--- config.mk ---
export PLATFORM = sky130hd
export DESIGN_NAME = fwd_hazard_unit_flat
export DESIGN_NICKNAME = d
export VERILOG_FILES = /design/src/rtl/fwd_hazard_unit_if.sv /design/src/rtl/fwd_hazard_unit.sv /design/src/flat_wrapper.sv
export SDC_FILE = /design/constraint.sdc
export NUM_CORES = 1
export LEC_CHECK = 0
export BUFFER_PORTS_ARGS = -buffer_cell sky130_fd_sc_hd__buf_2
export CORE_ASPECT_RATIO = 1.2
export CORE_UTILIZATION = 37
export CTS_CLUSTER_SIZE = 12
export DETAILED_ROUTE_END_ITERATION = 7
export GPL_TIMING_DRIVEN = 0
export PLACE_DENSITY = 0.77
export SETUP_SLACK_MARGIN = 0.1
export SYNTH_ARGS = -nofsm -noshare
export SYNTH_HDL_FRONTEND = slang
export SYNTH_SLANG_ARGS = --single-unit
export TNS_END_PERCENT = 50
--- constraint.sdc ---
create_clock -name clk -period 1.3 [get_ports clk]
set_input_delay 0.195 -clock clk [delete_from_list [all_inputs] [get_ports clk]]
set_output_delay 0.195 -clock clk [all_outputs]
set_load 0.05 [all_outputs]
--- src/rtl/fwd_hazard_unit_if.sv ---
// EX-stage hazard bus between the pipeline datapath (master) and fwd_hazard_unit (slave).
interface fwd_hazard_unit_if #(
    parameter int unsigned NUM_SRC = 2,
    parameter int unsigned REG_AW  = 5,
    parameter int unsigned SEL_W   = 2
);
    logic                        ex_valid_i;
    logic [NUM_SRC*REG_AW-1:0]   ex_src_i;
    logic [NUM_SRC-1:0]          ex_src_used_i;
    logic [REG_AW-1:0]           ex_rd_i;
    logic                        ex_reg_write_i;
    logic                        ex_is_load_i;
    logic                        flush_i;
    logic                        hold_i;
    logic [NUM_SRC*SEL_W-1:0]    fwd_sel_o;
    logic                        stall_o;
    logic [31:0]                 stat_stall_o;
    logic [31:0]                 stat_fwd_o;

    modport master (
        output ex_valid_i, ex_src_i, ex_src_used_i, ex_rd_i, ex_reg_write_i,
               ex_is_load_i, flush_i, hold_i,
        input  fwd_sel_o, stall_o, stat_stall_o, stat_fwd_o
    );

    modport slave (
        input  ex_valid_i, ex_src_i, ex_src_used_i, ex_rd_i, ex_reg_write_i,
               ex_is_load_i, flush_i, hold_i,
        output fwd_sel_o, stall_o, stat_stall_o, stat_fwd_o
    );
endinterface

--- src/rtl/fwd_hazard_unit.sv ---
// Operand bypass select and load-use stall generation from a shift scoreboard of post-EX writers.
// Optional statistics counters are built when FWD_HAZARD_STATS_EN is defined.
module fwd_hazard_unit #(
    parameter int unsigned NUM_SRC   = 2,
    parameter int unsigned FWD_DEPTH = 2,
    parameter int unsigned REG_AW    = 5
) (
    input  logic             clk,
    input  logic             rst_n,
    fwd_hazard_unit_if.slave bus
);
    localparam int unsigned SEL_W = $clog2(FWD_DEPTH + 1);

    logic [FWD_DEPTH-1:0]       sb_valid;
    logic [FWD_DEPTH-1:0]       sb_load;
    logic [REG_AW-1:0]          sb_rd [FWD_DEPTH];

    logic [REG_AW-1:0]          src_c [NUM_SRC];
    logic [NUM_SRC-1:0]         qual_c;
    logic [NUM_SRC-1:0]         load_hit_c;
    logic [NUM_SRC*SEL_W-1:0]   fwd_sel_c;
    logic                       stall_c;
    logic                       cap_c;

    // Source decode and qualification
    always_comb begin
        for (int j = 0; j < int'(NUM_SRC); j++) begin
            src_c[j]  = bus.ex_src_i[j*REG_AW +: REG_AW];
            qual_c[j] = bus.ex_valid_i & bus.ex_src_used_i[j] & (src_c[j] != '0);
        end
    end

    // Oldest-to-youngest scan so the youngest matching producer overwrites last
    always_comb begin
        fwd_sel_c  = '0;
        load_hit_c = '0;
        for (int j = 0; j < int'(NUM_SRC); j++) begin
            for (int k = int'(FWD_DEPTH) - 1; k >= 0; k--) begin
                if (qual_c[j] && sb_valid[k] && (sb_rd[k] == src_c[j])) begin
                    fwd_sel_c[j*SEL_W +: SEL_W] = SEL_W'(k + 1);
                end
            end
            load_hit_c[j] = qual_c[j] & sb_valid[0] & sb_load[0] & (sb_rd[0] == src_c[j]);
        end
        stall_c = (|load_hit_c) & ~bus.flush_i;
        cap_c   = bus.ex_valid_i & bus.ex_reg_write_i & (bus.ex_rd_i != '0) & ~bus.flush_i;
    end

    // Scoreboard shift; a stall inserts a bubble behind the stalled consumer
    always_ff @(posedge clk or negedge rst_n) begin
        if (!rst_n) begin
            sb_valid <= '0;
            sb_load  <= '0;
            for (int k = 0; k < int'(FWD_DEPTH); k++) begin
                sb_rd[k] <= '0;
            end
        end else if (!bus.hold_i) begin
            sb_valid[0] <= cap_c & ~stall_c;
            sb_load[0]  <= cap_c & ~stall_c & bus.ex_is_load_i;
            sb_rd[0]    <= bus.ex_rd_i;
            for (int k = 1; k < int'(FWD_DEPTH); k++) begin
                sb_valid[k] <= sb_valid[k-1];
                sb_load[k]  <= sb_load[k-1];
                sb_rd[k]    <= sb_rd[k-1];
            end
        end
    end

    assign bus.fwd_sel_o = fwd_sel_c;
    assign bus.stall_o   = stall_c;

`ifdef FWD_HAZARD_STATS_EN
    logic [31:0] stat_stall_q;
    logic [31:0] stat_fwd_q;

    // Saturating event counters; frozen cycles are not counted
    always_ff @(posedge clk or negedge rst_n) begin
        if (!rst_n) begin
            stat_stall_q <= '0;
            stat_fwd_q   <= '0;
        end else if (!bus.hold_i) begin
            if (stall_c && (stat_stall_q != 32'hFFFF_FFFF)) begin
                stat_stall_q <= stat_stall_q + 32'd1;
            end
            if ((|fwd_sel_c) && !stall_c && (stat_fwd_q != 32'hFFFF_FFFF)) begin
                stat_fwd_q <= stat_fwd_q + 32'd1;
            end
        end
    end

    assign bus.stat_stall_o = stat_stall_q;
    assign bus.stat_fwd_o   = stat_fwd_q;
`else
    assign bus.stat_stall_o = '0;
    assign bus.stat_fwd_o   = '0;
`endif
endmodule

--- src/flat_wrapper.sv ---
// flat-port wrapper written by rule: the top's interface ports become plain ports
module fwd_hazard_unit_flat 
#(
    parameter int unsigned NUM_SRC   = 2,
    parameter int unsigned FWD_DEPTH = 2,
    parameter int unsigned REG_AW    = 5
)
  (clk, rst_n, bus_ex_valid_i, bus_ex_src_i, bus_ex_src_used_i, bus_ex_rd_i, bus_ex_reg_write_i, bus_ex_is_load_i, bus_flush_i, bus_hold_i, bus_fwd_sel_o, bus_stall_o, bus_stat_stall_o, bus_stat_fwd_o);
  fwd_hazard_unit_if #(.NUM_SRC(NUM_SRC), .REG_AW(REG_AW), .SEL_W((2))) bus_i ();
  input  logic clk;
  input  logic rst_n;
  input wire logic [$bits(bus_i.ex_valid_i)-1:0] bus_ex_valid_i;
  input wire logic [$bits(bus_i.ex_src_i)-1:0] bus_ex_src_i;
  input wire logic [$bits(bus_i.ex_src_used_i)-1:0] bus_ex_src_used_i;
  input wire logic [$bits(bus_i.ex_rd_i)-1:0] bus_ex_rd_i;
  input wire logic [$bits(bus_i.ex_reg_write_i)-1:0] bus_ex_reg_write_i;
  input wire logic [$bits(bus_i.ex_is_load_i)-1:0] bus_ex_is_load_i;
  input wire logic [$bits(bus_i.flush_i)-1:0] bus_flush_i;
  input wire logic [$bits(bus_i.hold_i)-1:0] bus_hold_i;
  output wire logic [$bits(bus_i.fwd_sel_o)-1:0] bus_fwd_sel_o;
  output wire logic [$bits(bus_i.stall_o)-1:0] bus_stall_o;
  output wire logic [$bits(bus_i.stat_stall_o)-1:0] bus_stat_stall_o;
  output wire logic [$bits(bus_i.stat_fwd_o)-1:0] bus_stat_fwd_o;
  assign bus_i.ex_valid_i = bus_ex_valid_i;
  assign bus_i.ex_src_i = bus_ex_src_i;
  assign bus_i.ex_src_used_i = bus_ex_src_used_i;
  assign bus_i.ex_rd_i = bus_ex_rd_i;
  assign bus_i.ex_reg_write_i = bus_ex_reg_write_i;
  assign bus_i.ex_is_load_i = bus_ex_is_load_i;
  assign bus_i.flush_i = bus_flush_i;
  assign bus_i.hold_i = bus_hold_i;
  assign bus_fwd_sel_o = bus_i.fwd_sel_o;
  assign bus_stall_o = bus_i.stall_o;
  assign bus_stat_stall_o = bus_i.stat_stall_o;
  assign bus_stat_fwd_o = bus_i.stat_fwd_o;
  fwd_hazard_unit #(.NUM_SRC(NUM_SRC), .FWD_DEPTH(FWD_DEPTH), .REG_AW(REG_AW)) u_core (.clk(clk), .rst_n(rst_n), .bus(bus_i));
endmodule
# Word level (Yosys, flattened, before mapping)
# Index checks and enable logic that the tools add are counted.
[op_classes]
n_eq_ne = 4
n_mux = 4
n_bitwise = 18
reduce_logical = 12
[ops]
columns = ["cell", "n"]
rows = [
  ["$eq 5x5->1", 4],
  ["$and 1x1->1", 16],
  ["$reduce_bool 5->1", 3],
  ["$logic_and 1x1->1", 8],
  ["$mux 2", 4],
  ["$not 1->1", 2],
  ["$reduce_or 2->1", 1],
]
[totals]
reg_bits = 13
inputBits = 24
word_cells = 42

# Depth between registers and ports, before layout
[depth]
depth_word = 10
depth_mapped = 5

# Worst setup path after synthesis
# Ideal clock, no wire load.
[synth_timing]
kind = "in2out"
startpoint = "input bus_ex_src_i[0]"
endpoint = "output bus_fwd_sel_o[1]"
t_arrival_ps = 1964
setup_slack_ps = -859
stages = 5
path_cell_list = "or3_1 -> o311a_2 -> nand4_1 -> inv_1 -> nor2_1"
[synth_between]
elab_chain_cells = 6
[synth_rtl]
columns = ["element", "line_no", "rtl"]
rows = [
  ["from (decl)", "flat_wrapper.sv:13", "input wire logic [$bits(bus_i.ex_src_i)-1:0] bus_ex_src_i;"],
  ["$reduce_bool 5->1", "fwd_hazard_unit.sv:29", "qual_c[j] = bus.ex_valid_i & bus.ex_src_used_i[j] & (src_c[j] != '0);"],
  ["$and 1x1->1", "fwd_hazard_unit.sv:29", ""],
  ["$logic_and 1x1->1 (2 in series)", "fwd_hazard_unit.sv:39", "if (qual_c[j] && sb_valid[k] && (sb_rd[k] == src_c[j])) begin"],
  ["$mux 2", "fwd_hazard_unit.sv:39", ""],
  ["$mux 2 (*)", "fwd_hazard_unit.sv:39", ""],
  ["to (decl)", "flat_wrapper.sv:20", "output wire logic [$bits(bus_i.fwd_sel_o)-1:0] bus_fwd_sel_o;"],
]
# Mark *: on every way between the ends. The rest lies on a longest branch, timed or not.

# Worst setup path after layout
[layout_timing]
startpoint = "register u_core.sb_rd[5] (netlist name)"
endpoint = "output bus_stall_o"
[layout_between]
elab_chain_cells = 4
[layout_rtl]
columns = ["element", "line_no", "rtl"]
rows = [
  ["from (decl)", "fwd_hazard_unit.sv:16", "logic [REG_AW-1:0] sb_rd [FWD_DEPTH];"],
  ["from (signal, indexed assignment)", "fwd_hazard_unit.sv:64", "sb_rd[k] <= sb_rd[k-1];"],
  ["$eq 5x5->1", "fwd_hazard_unit.sv:43", "load_hit_c[j] = qual_c[j] & sb_valid[0] & sb_load[0] & (sb_rd[0] == src_c[j]);"],
  ["$and 1x1->1", "fwd_hazard_unit.sv:43", ""],
  ["$reduce_or 2->1 (*)", "fwd_hazard_unit.sv:45", "stall_c = (|load_hit_c) & ~bus.flush_i;"],
  ["$and 1x1->1 (*)", "fwd_hazard_unit.sv:45", ""],
  ["to (decl)", "flat_wrapper.sv:21", "output wire logic [$bits(bus_i.stall_o)-1:0] bus_stall_o;"],
]
# Marked as above.

==> results.txt <==
In this run the clock root is driven by a clkbuf_8. The part of the power in the clock network came out at 0.210. The sequential area share after synthesis is 0.249.

The post-synth design cell area came out at approximately 1300 um^2. The synthesized design spends more area on one cell type than any other, namely buf_4. The worst setup slack after layout is -668 ps. The count of maximum capacitance violations is 0. The floorplan core area came out at 3370 um^2. The instance count of the mapped netlist is 138. For this run, design rule violations remaining after detail routing come to 0. Clock skew on the completed layout was measured at 7.93 ps.

The path type of the worst min-delay path is input pin to flip-flop. The initial antenna violation count is 0. The clock drives 13 sinks.

Hold timing on the final database bottoms out at a slack of 179 ps. The worst setup path is of the flip-flop to output port kind. The launching element type of the critical path is a flip-flop.

The average via count per standard cell came out at between 3 and 4. The post-synthesis mux area share came out at 0.0947. The deepest clock path buffer count is 2. The number of distinct library cells after synthesis is 27.

Of the total synthesized cell area, the portion taken by XOR and XNOR cells is 0.134. The antenna diode instance count came out at 0. The maximum fanout encountered on the critical timing path is 3. The number of warning messages in the yosys log is 0. The critical path goes through xor2_1 > nor4_4 > nand4b_4 > a21oi_4 > buf_6. In this run the number of H-tree levels came out at 1.

Of the total power, the share spent switching nets is 0.446. The die covers 3780 um^2. The clock edge transition at the registers on the reported setup and hold paths came out at 60 ps.

The number of hold-slack violations in the final timing report was 0. The storage element area came out at 325 um^2. The power density over the cells is 869 nW/um^2.

After synthesis the netlist holds a flip-flop and latch count of 13. The proportion of power drawn by combinational gates is 0.490. The residual antenna-violating net count after detailed routing came out at 0.

The ratio of cells with drive above 1 in the final layout is 0.494. The first-pass GRT wire length is 3.62 mm. The final reports fail on negative setup slack. From synthesis to final layout, the design area changed by 47.8%.

The worst voltage drop across the vdd grid came out at 0.732 mV. The peak clock frequency supported by timing is just over 500 MHz. The post-detailed-routing wire length is around 2.5 mm. The highest-delay cell along the critical path is dfrtp_1. The analysis attributes to cell leakage a power of about 1.1 nW. The mean instance size in the synthesized netlist came out at around 9.5 um^2. Setup violations remaining at the end of the flow were counted as 7.

The cell-internal power is 929 uW. Input and output buffers added on the ports amount to 28. The starting utilization of the core area came out at 0.388. The first TritonRoute pass finished after 3 iterations. Counting the fill cells in the layout gives 320. The placed wire-length estimate came out at ~2.1 mm. Summing all multi-input logic gate instances after layout gives 782 um^2. The combined global-route utilization of all metal layers is 0.124. The later pin in the worst-skew pair is clocked with a latency of 240 ps. After synthesis, the cell types taking the most area are buf_4 37%, dfrtp_1 25%, xor2_1 11%. The floorplan step set the die height to 67.1 um. Setup repair after global routing could not meet its margin everywhere. The die boundary width came out at 56.3 um. The arrival time reported for the critical path endpoint is 1770 ps.

The setup slack on the worst flop-to-flop path is -450 ps. The wire length per cell after detailed routing came out at just under 9 um. The synthesized-area fraction occupied by ao, oa, aoi and oai cells came out at 0.0364.

The number of DRC markers in iteration 0 came out at 5. The sequential fraction of design power came out at 0.299. The required time of the worst setup path came out at 1110 ps. The final layout net count is 264. The via count of the first global-routing pass came out at 843. The pin count of the biggest net entering global routing came out at 14. The fraction of the mapped netlist area in adder cells came out at 0. The post-route clock period utilization is 1.51. Summed over all failing endpoints, the final setup total negative slack is -3860 ps. After synthesis, the largest family of logic cells by area is buffers and inverters. The post-synthesis share of cell area spent on and, or, nand and nor gates is 0.0986. Global routing finished with a remaining overflow of 0. The flow ran to the end, but the final reports show violations. The power spent charging and discharging nets came out at 749 uW.

The worst setup path is captured at an output port. The max-slew violation total from the final report is 0. The final critical delay including setup and external delays is roughly 2000 ps. The count of vias placed by the detailed router is 997.

The CTS tree is done. The standard-cell row count came out at 23. The number of buffers added by the clock tree synthesis step came out at 3.

Of the post-synthesis cell area, the dominant cell type holds 0.367. The I/O pin total came out at 93. The delay of the slowest cell on the worst path came out at around 420 ps. The last weighted congestion value of the routability-driven placer came out at roughly 0.82.
## cell type report
| type | count | share of cell area |
|---|---|---|
| clock buffer | 3 | 0.0214 |
| inverter | 3 | 0.00712 |
| sequential | 13 | 0.168 |
| multi-input combinational | 120 | 0.405 |
| timing repair buffer | 34 | 0.117 |
| tap | 37 | 0.0240 |
| clock inverter | 1 | 0.00259 |
| buffer | 65 | 0.255 |
## final timing paths
check                                         startpoint                            end  cells past startpoint
setup / recovery             u_core.sb_rd[5]$_DFFE_PN0N_                    bus_stall_o                      5
hold / removal                            bus_ex_rd_i[4]    u_core.sb_rd[9]$_DFFE_PN0N_                      2
setup reg to reg             u_core.sb_rd[5]$_DFFE_PN0N_  u_core.sb_load[0]$_DFFE_PN0N_                      7
hold reg to reg            u_core.sb_load[0]$_DFFE_PN0N_  u_core.sb_load[0]$_DFFE_PN0N_                      2
max in group asynchronous                          rst_n    u_core.sb_rd[0]$_DFFE_PN0N_                      2
min in group asynchronous                          rst_n    u_core.sb_rd[5]$_DFFE_PN0N_                      2
## power by group through the flow
stage / clock, mW / combinational [mW] / sequential [mW]
finish: 0.353 / 0.822 / 0.503
global route: 0.379 / 0.867 / 0.509
CTS: 0.364 / 0.797 / 0.502
detailed placement: 0 / 0.773 / 0.511
global placement: 0 / 0.765 / 0.507
floorplan: 0 / 0.689 / 0.496
## cell usage in the layout (no fill, tap or decap), types with 3 or more instances in the layout
master,count
buf_2,23
buf_4,69
buf_6,4
clkbuf_8,3
conb_1,64
dfrtp_1,13
mux2_1,8
mux2_2,3
nand2_1,3
xnor2_1,4
xor2_1,16
## cell families after synthesis
logic type / count (synthesis)
flops: 13
buf+inv: 68
compound gates: 6
simple gates: 19
mux: 11
xor+xnor: 20
other cells: 1
## through the flow
stage	area, um^2	setup slack [ps]	utilization	std cells	power [mW]
final	1930	-668	0.574	276	1.68
after global routing	1930	-728	0.574	276	1.76
after CTS	1900	-689	0.564	275	1.66
after detailed placement	1770	-750	0.526	266	1.28
after global placement	1770	-699	0.526	266	1.27
after floorplan	1590	-538	-	201	1.19
## worst max-delay path: cells and delay by family (launching register included)
family                 cells  cell delay [ps]
buffers and inverters      1              170
flip-flops                 1              420
AND/OR/NAND/NOR            2              540
AO/OA/AOI/OAI              1              190
XOR/XNOR                   1              210
## synthesized netlist by cell type
cell	n
or4_4	1
inv_2	1
nand2_1	3
or2b_2	1
mux2_2	3
nor3_1	1
nor3_2	1
buf_6	1
o211ai_2	1
nand4b_2	1
xnor2_1	4
nor4_1	4
inv_1	2
nand4_1	2
o21ai_1	2
a21oi_1	1
or3_1	1
a21oi_2	1
nand3_1	1
buf_4	64
nor2_1	2
o311a_2	1
xor2_1	16
nand4bb_1	1
dfrtp_1	13
mux2_1	8
conb_1	1
## state kept, by name (all words and copies together) (netlist names)
register and flops:
u_core.sb_valid 2, u_core.sb_load 1, u_core.sb_rd 10
## layer usage
metal	vias to the layer above	GRT usage	part of all wire	wire, um
met5	-	0	0	0
met4	0	0.0793	0.019	48
met3	4	0.0155	0.090	223
met2	57	0.235	0.53	1320
met1	406	0.129	0.36	878
li1	530	-	-	-
## repair_timing
| item | CTS | global route |
|---|---|---|
| endpoints found under the hold margin | 13 | 0 |
| setup buffers | 4 | 1 |
| setup endpoints to repair | 7 | 7 |
| gates resized for setup | 13 | 4 |
| pin swaps | 6 | 2 |
| hold buffers | 1 | 0 |
Note: power is estimated with default switching activity, not from simulation.
